## config.mk

```make
export PLATFORM = sky130hd
export DESIGN_NAME = mem_stage
export DESIGN_NICKNAME = d
export VERILOG_FILES = /design/src/rtl/dlx_pkg.sv /design/src/rtl/mem_wait_timer.sv /design/src/rtl/mem_stage.sv
export SDC_FILE = /design/constraint.sdc
export NUM_CORES = 1
export LEC_CHECK = 0
export CELL_PAD_IN_SITES_DETAIL_PLACEMENT = 1
export CELL_PAD_IN_SITES_GLOBAL_PLACEMENT = 2
export CORE_ASPECT_RATIO = 0.75
export CORE_MARGIN = 2
export CORE_UTILIZATION = 17
export CTS_CLUSTER_DIAMETER = 150
export DETAILED_ROUTE_END_ITERATION = 10
export HOLD_SLACK_MARGIN = 0.06
export PLACE_DENSITY = 0.95
export RECOVER_POWER = 25
export SETUP_SLACK_MARGIN = 0.1
export SLEW_MARGIN = 20
export SYNTH_ARGS = -nofsm -noshare
export SYNTH_HDL_FRONTEND = slang
export SYNTH_SLANG_ARGS = --single-unit
```

## constraint.sdc

```tcl
create_clock -name clk -period 4.06 [get_ports clk]
set_input_delay 0.812 -clock clk [delete_from_list [all_inputs] [get_ports clk]]
set_output_delay 0.812 -clock clk [all_outputs]
set_load 0.01 [all_outputs]
```

## src/rtl/dlx_pkg.sv

```systemverilog
// rtl/dlx_pkg.sv - shared types and constants for the DLX memory stage
package dlx_pkg;

  typedef enum logic {
    IDLE = 1'b0,
    WAIT = 1'b1
  } mem_state_t;

  localparam logic [4:0] REG_ZERO               = 5'd0;
  localparam int         DEFAULT_TIMEOUT_CYCLES = 16;

endpackage

```

## src/rtl/mem_wait_timer.sv

```systemverilog
// rtl/mem_wait_timer.sv - wait-cycle counter for an outstanding data access
// Fires in the last allowed wait cycle so the stall drops on the same edge the access is abandoned.
module mem_wait_timer
  import dlx_pkg::*;
#(
  parameter int TIMEOUT_CYCLES = DEFAULT_TIMEOUT_CYCLES
) (
  input  logic clk,
  input  logic reset,
  input  logic start,
  input  logic active,
  input  logic ack,
  output logic expired
);

  localparam int CW = $clog2(TIMEOUT_CYCLES + 1);

  logic [CW-1:0] count_q, count_d;

  always_comb begin
    count_d = count_q;
    if (start) begin
      count_d = '0;
    end else if (active && !ack) begin
      count_d = count_q + CW'(1);
    end
  end

  assign expired = active & ~ack & (count_q == CW'(TIMEOUT_CYCLES - 1));

  always_ff @(posedge clk or posedge reset) begin
    if (reset) begin
      count_q <= '0;
    end else begin
      count_q <= count_d;
    end
  end

endmodule

```

## src/rtl/mem_stage.sv

```systemverilog
// rtl/mem_stage.sv - DLX memory-access stage: req/ack data port, stall, WB register, MEM->EX forwarding
// Access timeout with error retire is compiled in only when DLX_MEM_TIMEOUT_EN is defined.
module mem_stage
  import dlx_pkg::*;
#(
  parameter int TIMEOUT_CYCLES = DEFAULT_TIMEOUT_CYCLES
) (
  input  logic        clk,
  input  logic        reset,
  input  logic [31:0] ALU_out_MEM,
  input  logic        d_write_enable_MEM,
  input  logic        d_load_enable_MEM,
  input  logic [4:0]  Rd_MEM,
  input  logic [4:0]  Rs2_MEM,
  input  logic [31:0] S2_MEM,
  output logic [31:0] d_addr,
  output logic [31:0] d_wdata,
  output logic        d_we,
  output logic        d_req,
  input  logic        d_ack,
  input  logic [31:0] d_rdata,
  output logic        stall_MEM,
  output logic [31:0] ALU_out_MEM_backward,
  output logic [4:0]  Rd_MEM_backward,
  output logic [31:0] data_WB,
  output logic [4:0]  Rd_WB,
  output logic        mem_err_WB
);

  mem_state_t  state_q, state_d;
  logic [4:0]  rd_wb_q, rd_wb_d;
  logic [31:0] data_wb_q, data_wb_d;
  logic        mem_err_q, mem_err_d;
  logic        mem_op, in_idle, in_wait, done, timeout;

  assign mem_op  = d_load_enable_MEM | d_write_enable_MEM;
  assign in_idle = (state_q == IDLE);
  assign in_wait = (state_q == WAIT);

  // Gating with reset lets the request drop the instant reset rises, even mid-access.
  assign d_req     = ~reset & ((in_idle & mem_op) | in_wait);
  assign done      = d_req & d_ack;
  assign stall_MEM = d_req & ~d_ack & ~timeout;

`ifdef DLX_MEM_TIMEOUT_EN
  mem_wait_timer #(
    .TIMEOUT_CYCLES(TIMEOUT_CYCLES)
  ) u_wait_timer (
    .clk    (clk),
    .reset  (reset),
    .start  (in_idle & mem_op & ~d_ack),
    .active (in_wait),
    .ack    (d_ack),
    .expired(timeout)
  );
`else
  logic unused_timeout_cfg;
  assign unused_timeout_cfg = (TIMEOUT_CYCLES != 0);
  assign timeout            = 1'b0;
`endif

  assign d_addr  = ALU_out_MEM;
  assign d_we    = d_write_enable_MEM;
  assign d_wdata = ((Rs2_MEM != REG_ZERO) && (Rs2_MEM == rd_wb_q)) ? data_wb_q : S2_MEM;

  assign ALU_out_MEM_backward = ALU_out_MEM;
  assign Rd_MEM_backward      = mem_op ? REG_ZERO : Rd_MEM;

  always_comb begin
    state_d   = state_q;
    rd_wb_d   = REG_ZERO;
    data_wb_d = data_wb_q;
    mem_err_d = timeout;

    case (state_q)
      IDLE:    if (mem_op && !d_ack) state_d = WAIT;
      WAIT:    if (d_ack || timeout) state_d = IDLE;
      default: state_d = IDLE;
    endcase

    // A store retires as a bubble; stalled and timed-out cycles also retire bubbles.
    if (done) begin
      if (!d_write_enable_MEM) begin
        rd_wb_d   = Rd_MEM;
        data_wb_d = d_rdata;
      end
    end else if (!mem_op) begin
      rd_wb_d   = Rd_MEM;
      data_wb_d = ALU_out_MEM;
    end
  end

  always_ff @(posedge clk or posedge reset) begin
    if (reset) begin
      state_q   <= IDLE;
      rd_wb_q   <= REG_ZERO;
      data_wb_q <= '0;
      mem_err_q <= 1'b0;
    end else begin
      state_q   <= state_d;
      rd_wb_q   <= rd_wb_d;
      data_wb_q <= data_wb_d;
      mem_err_q <= mem_err_d;
    end
  end

  assign Rd_WB      = rd_wb_q;
  assign data_WB    = data_wb_q;
  assign mem_err_WB = mem_err_q;

endmodule

```

# Word level (Yosys, flattened, before mapping)
# Cells that the tools add are included.
[totals] reg_bits=38 output_inout_bits=142 elab_cells=30
[op_classes] n_eq_ne=3 mux=10 n_bitwise=9 n_reduce_logical=5
[ops] cell="32-bit two-way mux" count=4
[ops] cell="5-bit two-way mux" count=3
[ops] cell="5-bit == test" count=1
[ops] cell="5-bit nonzero test" count=1
[ops] cell="1-bit bitwise AND" count=4
[ops] cell="1-bit NOT" count=3
[ops] cell="1-bit logical AND" count=2
[ops] cell="1-bit two-way mux" count=2
[ops] cell="2-bit by 1-bit inequality test with 1-bit output (second input constant)" count=1
[ops] cell="2-bit inequality test (second input constant)" count=1
[ops] cell="1-bit bitwise OR" count=2
[ops] cell="1-bit one-hot mux with 2 select lines" count=1
[ops] cell="2-bit AND reduction" count=1
[ops] cell="1-bit zero test" count=1

# Longest topological paths before layout
# Gate-level depths: netlist (run 1).
[logic_depth] word_depth=7 ltp_mapped=6 ltp_nobuf=4

# Worst setup path after synthesis (run 1)
# No wires, ideal clock.
[synth_path] path_kind="input to output" startpoint="input port Rs2_MEM[0]" endpoint="output port d_wdata[10]" arrival_time_ns=1.911 required_ns=3.248 path_slack_ns=1.337 stages=5 n_path_buf=1 cell_sequence="nor4_1 -> nor3_1 -> o21ai_2 -> buf_6 -> mux2_4"
[synth_between] elab_chain_len=3
[synth_lines] item="start: declaration" line="mem_stage.sv:14" source="input logic [4:0] Rs2_MEM,"
[synth_lines] item="5-bit == test or 5-bit nonzero test (tied branches)" line="mem_stage.sv:64" source="assign d_wdata = ((Rs2_MEM != REG_ZERO) && (Rs2_MEM == rd_wb_q)) ? data_wb_q : S2_MEM;"
[synth_lines] item="1-bit logical AND (*)" line="mem_stage.sv:64"
[synth_lines] item="32-bit two-way mux (*)" line="mem_stage.sv:64"
[synth_lines] item="end: declaration" line="mem_stage.sv:17" source="output logic [31:0] d_wdata,"
# Mark *: on every way between the ends. The rest lies on a longest branch, timed or not.

# Final worst setup path (run 1)
[layout_path] startpoint="input port Rs2_MEM[0]" endpoint="output port d_wdata[31]"
# Same word-level chain as after synthesis.

==> results of run 1 <==
## power by group through the flow
stage | Clock (mW) | Sequential, mW | Combinational [mW]
after global routing | 0.444 | 0.482 | 0.599
final | 0.404 | 0.474 | 0.554
after floorplan | 0 | 0.496 | 0.217
after global placement | 0 | 0.481 | 0.554
after CTS | 0.432 | 0.476 | 0.570
after detailed placement | 0 | 0.483 | 0.567
## area by class of cell
class	instances	area, µm²	area share
multi-input cells	189	1250	0.241
inverters	1	3.75	0.000724
flip-flops and latches	38	951	0.183
well taps	210	263	0.0507
repair buffers	255	2570	0.495
clock inverters	1	5.00	0.000965
clock buffers	7	143	0.0275
## cells in the final DEF, fill, tap and decap left out, drive strengths merged
cell / n
clkdlybuf4s50: 235
nand2: 64
dfrtp: 38
nor2: 36
a31oi: 32
mux2: 32
dlygate4sd3: 16
and2: 11
clkbuf: 7
xor2: 4
buf: 4
nor3: 3
nor4: 2
nand2b: 1
or2: 1
a21oi: 1
o21ai: 1
inv: 1
conb: 1
clkinv: 1
## sequential cells by signal, summed over array words and instances (netlist names)
signal / cells
data_WB: 32
in_wait: 1
Rd_WB: 5
## how the worst min path moves through the flow
stage | start | endpoint | slack [ns]
4_1_cts | in_wait | in_wait | 0.56
3_5_place_dp | in_wait | in_wait | 0.55
5_1_grt | data_WB[9] | data_WB[9] | 0.61
3_3_place_gp | in_wait | in_wait | 0.51
2_1_floorplan | in_wait | in_wait | 0.48
6_report | data_WB[9] | data_WB[9] | 0.57
## critical path: cells and delay by family
kind	cells	cell delay, ns
AO/OA/AOI/OAI	1	0.21
buffers and inverters	3	1.14
multiplexers	1	0.35
AND/OR/NAND/NOR	2	0.45
## layer usage
layer / vias up / GRT usage / routed length, µm
met5: - / 0 / 0
met4: 0 / 0.0383 / 161
met3: 12 / 0.0323 / 919
met2: 152 / 0.220 / 5470
met1: 1371 / 0.137 / 4280
li1: 1322 / - / -
## logic make-up (layout without fill, tap and decap cells)
logic type,Yosys count,after routing,synth area share
AOI/OAI and AO/OA,34,34,0.0771
DFF,38,38,0.343
muxes,32,32,0.170
and+or+nand+nor,118,118,0.182
xor gates and xnor gates,4,4,0.0126
other,1,1,0.00135
buffers and inverters,84,264,0.214
==> out/metrics.csv, run 1 <==
metric,value,unit
crit path max-delay cell type,clkdlybuf4s50_1,
"Clk Latency, worst-skew pair",0.29,ns
Worst Hold Class,flip-flop to flip-flop,
vias in the first global route,3089,
ys flop type,dfrtp_1,
number of flops mapped to enable cells by yosys,0,
WP data required,3.25,ns
skew final,0.00609,ns
Worst Hold Slack,0.572,ns
Seq pwr share,0.331,
final setup TNS,0,ns
Net Sw Power,0.420,mW
maximum capacitance violations,1,
Final nets,601,
most common cell in the netlist,buf_4,
# hold bufs at CTS,0,
fin. max-slew vios,39,
Final Util,0.324,
Critical Path End Type,primary output,
Starting Density,0.173,
Pleak,2.14,nW
Fill cells,1837,
Synth warnings,0,
vias post-DR,2857,
Area contributors post-synth,"dfrtp_1 (34%), buf_4 (18%), mux2_4 (16%)",
fin crit share,0.934,
vias per cell,4.08,
failing checks,"capacitance limit, slew limit",
area fraction of the dominant cell type after synthesis,0.343,
initial antenna violation count,0,
Pint,1.01,mW
Final Hold Vio Count,0,
pwr dens,276,nW/µm²
setup slack after layout,0.268,ns
ys async rst share,1.00,
Sw Share,0.293,
first-pass GRT wire length,16.4,mm
Routed Antenna Nets,0,
# port buffers,251,
DP Wirelength,8.59,mm
clk root buf,clkbuf_16,
synth unique cells,22,
Layout Cell Area excl Fill,5180,µm²
pre-CTS setup slack,0.235,ns
startpoint types,primary input,
row cnt,40,
setup bufs post-CTS,0,
area grow syn2layout,86.8,%
syn avg cell area,8.92,µm²
relative slew slack,-0.0608,
CP Class,primary input to primary output,
gp weighted congestion,0.739,
R2R depth,4,
fin crit period,3.79,ns
Total GRT Usage,0.121,
DR WL/cell,15.5,µm
cell count after synthesis,311,
register area share after synthesis,0.343,
status,"finished, violations left",
DRC viols,0,
CTS tree,built,
WL final,10.8,mm
die area,17400,µm²
reg2reg end,data_WB[22],
R2R setup slack,2.01,ns
crit path cell chain,clkdlybuf4s50_1 > nor4_1 > nor3_1 > o21ai_4 > buf_12 > mux2_2 > clkdlybuf4s50_1,
# setup viols final,0,
cell mode on critical path,clkdlybuf4s50_1,
VDD IR max,0.144,mV
I/O pin count,253,
Die Y-Extent,115,µm
Clock Path Buffers,2,
Post-Syn Area,2780,µm²
share of layout cells above drive strength 1,0.0978,
die width,152,µm
TritonCTS buffer count,5,
H-tree depth,2,
Non-Filler Instances,701,
starting DRC count in detailed routing,81,
largest net degree at the start of global routing,39,
clk sinks,38,
Tot Pwr,1.43,mW
r2r startpoint,in_wait,
Hold Crit Depth,2,
crit-path max cell delay,0.48,ns
n_diodes,0,
Setup crit end,d_wdata[31],
clock power share,0.282,
Resized cells post-CTS,0,
grt total ovfl,0,
crit path from,Rs2_MEM[0],
Max Fclk,0.264,GHz
worst-margin pin slew,1.59,ns
"Clk pin slew, worst setup/hold paths",0.06,ns
worst-path fanout max,18,
combinational share of power,0.387,
DP Area,5040,µm²
CP arrival,2.98,ns
largest area contributor in the synthesized netlist,dfrtp_1,
placed insts,693,
DR pass1 iterations,4,
Core Footprint,16000,µm²
syn_nets,422,
RSZ-0062 raised after global routing,no,
commonest cells in the netlist,"buf_4 (66), nand2_1 (64), dfrtp_1 (38)",
synthesized flop and latch total,38,
Power figures use the tool's default switching activity.
==> run 2, diff against run 1 <==
HOLD_SLACK_MARGIN = 0.05   (was 0.06)
==> results of run 2 <==
Same layout as run 1: the final DEF is identical, and so are final timing and power.
